[src/rtl/board_reader.sv]
// rtl/board_reader.sv - scans the 16x16 board and streams one classified cell per handshake
// Merges board RAM walls with frozen tank/projectile snapshots taken at frame start.
module board_reader (
  input  logic       clk,
  input  logic       reset,
  input  logic       start,
  output logic       busy,
  output logic       frame_done,
  output logic [7:0] ram_address,
  input  logic [7:0] ram_q,
  input  logic [7:0] tank_1,
  input  logic [7:0] tank_2,
  input  logic [7:0] tank_1_proj,
  input  logic [7:0] tank_2_proj,
  input  logic [7:0] tank_1_dir,
  input  logic [7:0] tank_2_dir,
  input  logic [7:0] tank_1_proj_dir,
  input  logic [7:0] tank_2_proj_dir,
  output logic [7:0] cell_address,
  output logic [3:0] cell_code,
  output logic [7:0] cell_dir,
  output logic       cell_valid,
  input  logic       cell_ready
);

  localparam logic [3:0] CODE_EMPTY = 4'd0;
  localparam logic [3:0] CODE_WALL  = 4'd1;
  localparam logic [3:0] CODE_TANK1 = 4'd2;
  localparam logic [3:0] CODE_TANK2 = 4'd3;
  localparam logic [3:0] CODE_PROJ1 = 4'd4;
  localparam logic [3:0] CODE_PROJ2 = 4'd5;

  typedef enum logic [2:0] {
    IDLE    = 3'd0,
    FETCH   = 3'd1,
    CAPTURE = 3'd2,
    EMIT    = 3'd3,
    DONE    = 3'd4
  } state_t;

  state_t     state;
  state_t     state_next;
  logic [7:0] index;

  logic [7:0] snap_t1;
  logic [7:0] snap_t2;
  logic [7:0] snap_p1;
  logic [7:0] snap_p2;
  logic [7:0] snap_t1_dir;
  logic [7:0] snap_t2_dir;
  logic [7:0] snap_p1_dir;
  logic [7:0] snap_p2_dir;

  logic [3:0] class_code;
  logic [7:0] class_dir;

  always_ff @(posedge clk) begin
    if (reset) begin
      state <= IDLE;
    end else begin
      state <= state_next;
    end
  end

  always_comb begin
    state_next = state;
    case (state)
      IDLE:    if (start) state_next = FETCH;
      FETCH:   state_next = CAPTURE;
      CAPTURE: state_next = EMIT;
      EMIT:    if (cell_ready) state_next = (index == 8'hFF) ? DONE : FETCH;
      DONE:    state_next = IDLE;
      default: state_next = IDLE;
    endcase
  end

  always_comb begin
    busy       = 1'b0;
    cell_valid = 1'b0;
    frame_done = 1'b0;
    case (state)
      FETCH, CAPTURE: busy = 1'b1;
      EMIT: begin
        busy       = 1'b1;
        cell_valid = 1'b1;
      end
      DONE:    frame_done = 1'b1;
      default: busy = 1'b0;
    endcase
  end

  // The scan index doubles as the RAM address, so it holds through EMIT stalls and idle.
  assign ram_address = index;

  // Earlier branches win: a projectile sitting on its tank shows as the tank.
  always_comb begin
    class_code = CODE_EMPTY;
    class_dir  = 8'h00;
    if (index == snap_t1) begin
      class_code = CODE_TANK1;
      class_dir  = snap_t1_dir;
    end else if (index == snap_t2) begin
      class_code = CODE_TANK2;
      class_dir  = snap_t2_dir;
    end else if (index == snap_p1) begin
      class_code = CODE_PROJ1;
      class_dir  = snap_p1_dir;
    end else if (index == snap_p2) begin
      class_code = CODE_PROJ2;
      class_dir  = snap_p2_dir;
    end else if (ram_q != 8'h00) begin
      class_code = CODE_WALL;
    end
  end

  always_ff @(posedge clk) begin
    if (reset) begin
      index        <= 8'h00;
      cell_address <= 8'h00;
      cell_code    <= CODE_EMPTY;
      cell_dir     <= 8'h00;
      snap_t1      <= 8'h00;
      snap_t2      <= 8'h00;
      snap_p1      <= 8'h00;
      snap_p2      <= 8'h00;
      snap_t1_dir  <= 8'h00;
      snap_t2_dir  <= 8'h00;
      snap_p1_dir  <= 8'h00;
      snap_p2_dir  <= 8'h00;
    end else begin
      case (state)
        IDLE: begin
          if (start) begin
            index       <= 8'h00;
            snap_t1     <= tank_1;
            snap_t2     <= tank_2;
            snap_p1     <= tank_1_proj;
            snap_p2     <= tank_2_proj;
            snap_t1_dir <= tank_1_dir;
            snap_t2_dir <= tank_2_dir;
            snap_p1_dir <= tank_1_proj_dir;
            snap_p2_dir <= tank_2_proj_dir;
          end
        end
        CAPTURE: begin
          cell_address <= index;
          cell_code    <= class_code;
          cell_dir     <= class_dir;
        end
        EMIT: begin
          if (cell_ready && (index != 8'hFF)) index <= index + 8'd1;
        end
        default: index <= index;
      endcase
    end
  end

endmodule

[config.mk]
export PLATFORM = sky130hd
export DESIGN_NAME = board_reader
export DESIGN_NICKNAME = d
export VERILOG_FILES = /design/src/rtl/board_reader.sv
export SDC_FILE = /design/constraint.sdc
export NUM_CORES = 1
export LEC_CHECK = 0
export BUFFER_PORTS_ARGS = -buffer_cell sky130_fd_sc_hd__clkbuf_2
export CAP_MARGIN = 20
export CORE_MARGIN = 1
export CORE_UTILIZATION = 57
export DETAILED_ROUTE_END_ITERATION = 8
export PLACE_DENSITY = 0.85
export SETUP_SLACK_MARGIN = 0.5
export SYNTH_ARGS = -nofsm -noshare
export SYNTH_HDL_FRONTEND = slang
export SYNTH_SLANG_ARGS = --single-unit
[constraint.sdc]
create_clock -name clk -period 4.9 [get_ports clk]
set_input_delay 0.98 -clock clk [delete_from_list [all_inputs] [get_ports clk]]
set_output_delay 0.98 -clock clk [all_outputs]
set_load 0.02 [all_outputs]
==> impl_metrics.tcl <==
set metrics [dict create \
    postCtsResizedCells 0 \
    coreArea_um2 6980 \
    antenna_left 0 \
    drc 0 \
    ioPinCount 107 \
    ir_drop_uv 198 \
    drt_wl_total_mm 10.3 \
    finalNetCount 681 \
    io_buffer_count 105 \
    rr_startpoint "ram_address[3]$_SDFFE_PP0P_" \
    holdCritStartpoint "snap_p1_dir[6]$_SDFFE_PP0P_" \
    area_growth_syn_to_layout_pct 15.5 \
    yosys_warnings 0 \
    cp-start-kind "flip-flop" \
    drive_gt1_share_pct 22.5 \
    grt_max_degree 68 \
    postCtsSetupBuffers 0 \
    synth_area_um2 4220 \
    critPathCaptureType "flip-flop" \
    setup_viol 0 \
    synth_fp_nets 602 \
    path_buf_inv 0 \
    antenna_found_initial 0 \
    met3_length_um 861 \
    cts_root_buf "clkbuf_8" \
    gp_congestion 0.802 \
    cts_tree "yes" \
    cp_slowest_cell "dfxtp_1" \
    hpwl_mm 7.15 \
    maxSlewViolCount 0 \
    yosysTopAreaCell "dfxtp_1" \
    slew_headroom_pct 35.9 \
    grt_pass1_vias 3622 \
    drt_iter0_drc 200 \
    avgSynthCellArea_um2 8.04 \
    ys_dominant_reg_cell "dfxtp_1" \
    reg2reg_depth 5 \
    wl_per_cell_um 14.6 \
    arrival_ns 2.64 \
    dr_wl_met2_mm 4.98 \
    min_path_cells 2 \
    routed.top_layer "met4" \
    drtPass1Iterations 5 \
    die_w_um 88.0 \
    r2r-end "cell_dir[6]$_SDFFE_PP0P_" \
    clock_latency_ns 0.36 \
    fin_skew_ns 0.0123 \
    ctsHoldBuffers 0 \
    vias_per_cell 5.57 \
    worst_slew_pin_slew_ns 0.962 \
    cts.path.max_buffers 2 \
    period_share_pct 48.7 \
    async_flop_share_pct 0 \
    synth_edf_count 0 \
    rsz0062_at_grt "false" \
    r2r_slack_ns 2.51 \
    status "finished clean" \
    initial_core_util_pct 60.4 \
    clock.fmax_ghz 0.419 \
    synth_most_common_cell "nand2_1" \
    cp_max_fo 13 \
    crit_family "simple AND/OR/NAND/NOR gates" \
    power.density_nw_per_um2 342 \
    ys_types 43 \
    hold_viol 0 \
    diodes 0 \
    gr-usage-all-layers_pct 27.8 \
    cts.clk_slew.worst_paths_ns 0.09 \
    synthCells 525 \
    p_leak_nw 2.05 \
    cpPeakStageDelay_ns 0.67 \
    yosys-top-cells-count "nand2_1 (153), dfxtp_1 (94), a21oi_1 (81)" \
    cap_viol_max_count 0 \
    htree_levels 3 \
    worstPathRequired_ns 5.15 \
    grt_pass1_wl_mm 16.6 \
    row_count 30 \
    seq_area_frac_synth_pct 44.6 \
    period_needed_ns 2.39 \
    die_area_um2 7750 \
    cts_num_sinks 94 \
    min_path_type "reg -> reg" \
    overflow 0 \
    vias 3927 \
    synth_area_leaders "dfxtp_1 (45%), nand2_1 (14%), a21oi_1 (9.6%), xor2_1 (5.2%), xnor2_1 (2.7%)" \
    cts_buffers 9 \
    crit_type "reg -> reg" \
    power_mw 1.66 \
    synth_seq_cells 94 \
    hold_end "snap_p1_dir[6]$_SDFFE_PP0P_" \
    die_y_um 88.0 \
    synth_top_area_share_pct 44.6 \
    fin_tns_setup_ns 0 \
    crit_chain "xor2_1 > nor4_4 > nand2_1 > o21ai_0 > o31ai_1" \
    met1Wirelength_mm 4.20 \
]
==> cell usage in the layout, fill, tap and decap left out, types with 7 or more instances in the layout <==
master / Yosys / final
nand3_1: 7 / 7
dfxtp_1: 94 / 94
nor2_1: 26 / 26
o211ai_1: 8 / 8
xor2_1: 25 / 25
xnor2_1: 13 / 13
a21oi_1: 81 / 81
a31oi_1: 7 / 7
clkbuf_8: 0 / 11
nand2_1: 153 / 153
clkbuf_2: 0 / 105
==> state kept, by name, summed over array words and instances (netlist names) <==
register,cells
snap_t1_dir,8
cell_dir,8
state,3
snap_t2_dir,8
snap_p1,8
snap_p2,8
cell_address,8
snap_t2,8
ram_address,8
snap_t1,8
snap_p2_dir,8
cell_code,3
snap_p1_dir,8
==> stage by stage <==
stage          area (um2)  utilization (%)  hold WS [ns]  setup WS, ns  cells
5_1_grt              4870             69.8         0.474          2.30    705
3_3_place_gp         4690             67.1         0.441          2.26    689
2_1_floorplan        4220                -         0.432          2.80    525
3_5_place_dp         4690             67.1         0.448          2.22    689
6_report             4870             69.8         0.457          2.51    705
4_1_cts              4870             69.8         0.459          2.55    705
==> routing by layer <==
| metal | track usage [%] | vias to the layer above |
|---|---|---|
| met3 | 5.75 | 18 |
| li1 | - | 1929 |
| met2 | 46.4 | 179 |
| met1 | 34.7 | 1801 |
| met4 | 12.3 | 0 |
| met5 | 0 | - |
==> logic make-up after synthesis <==
family | synth area share (%)
compound gates | 17.3
xor+xnor | 7.89
fa+ha+maj | 0.297
buf+inv | 5.37
flops | 44.6
other cells | 0.0889
simple gates | 24.5
==> report_power, final <==
part	internal [mW]	total, mW	switching (mW)
sequential	0.816	0.851	0.0355
clock	0.213	0.480	0.267
combinational	0.117	0.333	0.216
total	1.15	1.66	0.519
==> worst max path at each step <==
| stage | start | endpoint | slack, ns | cells after the start |
|---|---|---|---|---|
| after global routing | ram_address[3]$_SDFFE_PP0P_ | cell_dir[6]$_SDFFE_PP0P_ | 2.30 | 5 |
| after global placement | reset | cell_dir[1]$_SDFFE_PP0P_ | 2.26 | 5 |
| after CTS | ram_address[3]$_SDFFE_PP0P_ | cell_dir[6]$_SDFFE_PP0P_ | 2.55 | 5 |
| after detailed placement | reset | cell_dir[3]$_SDFFE_PP0P_ | 2.22 | 5 |
| after floorplan | cell_ready | ram_address[5]$_SDFFE_PP0P_ | 2.80 | 5 |
| final | ram_address[3]$_SDFFE_PP0P_ | cell_dir[6]$_SDFFE_PP0P_ | 2.51 | 5 |
==> worst register-to-register path, delay by kind of cell (launching register included) <==
kind                      cells  cell delay (ns)
and+or+nand+nor               2             1.01
xor gates and xnor gates      1             0.19
DFF                           1             0.67
AOI/OAI and AO/OA             2             0.40
==> final cells by class <==
type	count	area [um2]
clock inverter	4	31.3
timing repair buffer	109	556
inverter	3	11.3
sequential	94	1880
tap	96	120
clock buffer	12	155
multi-input combinational	387	2120
fill	594	2110
Power figures use the tool's default switching activity.
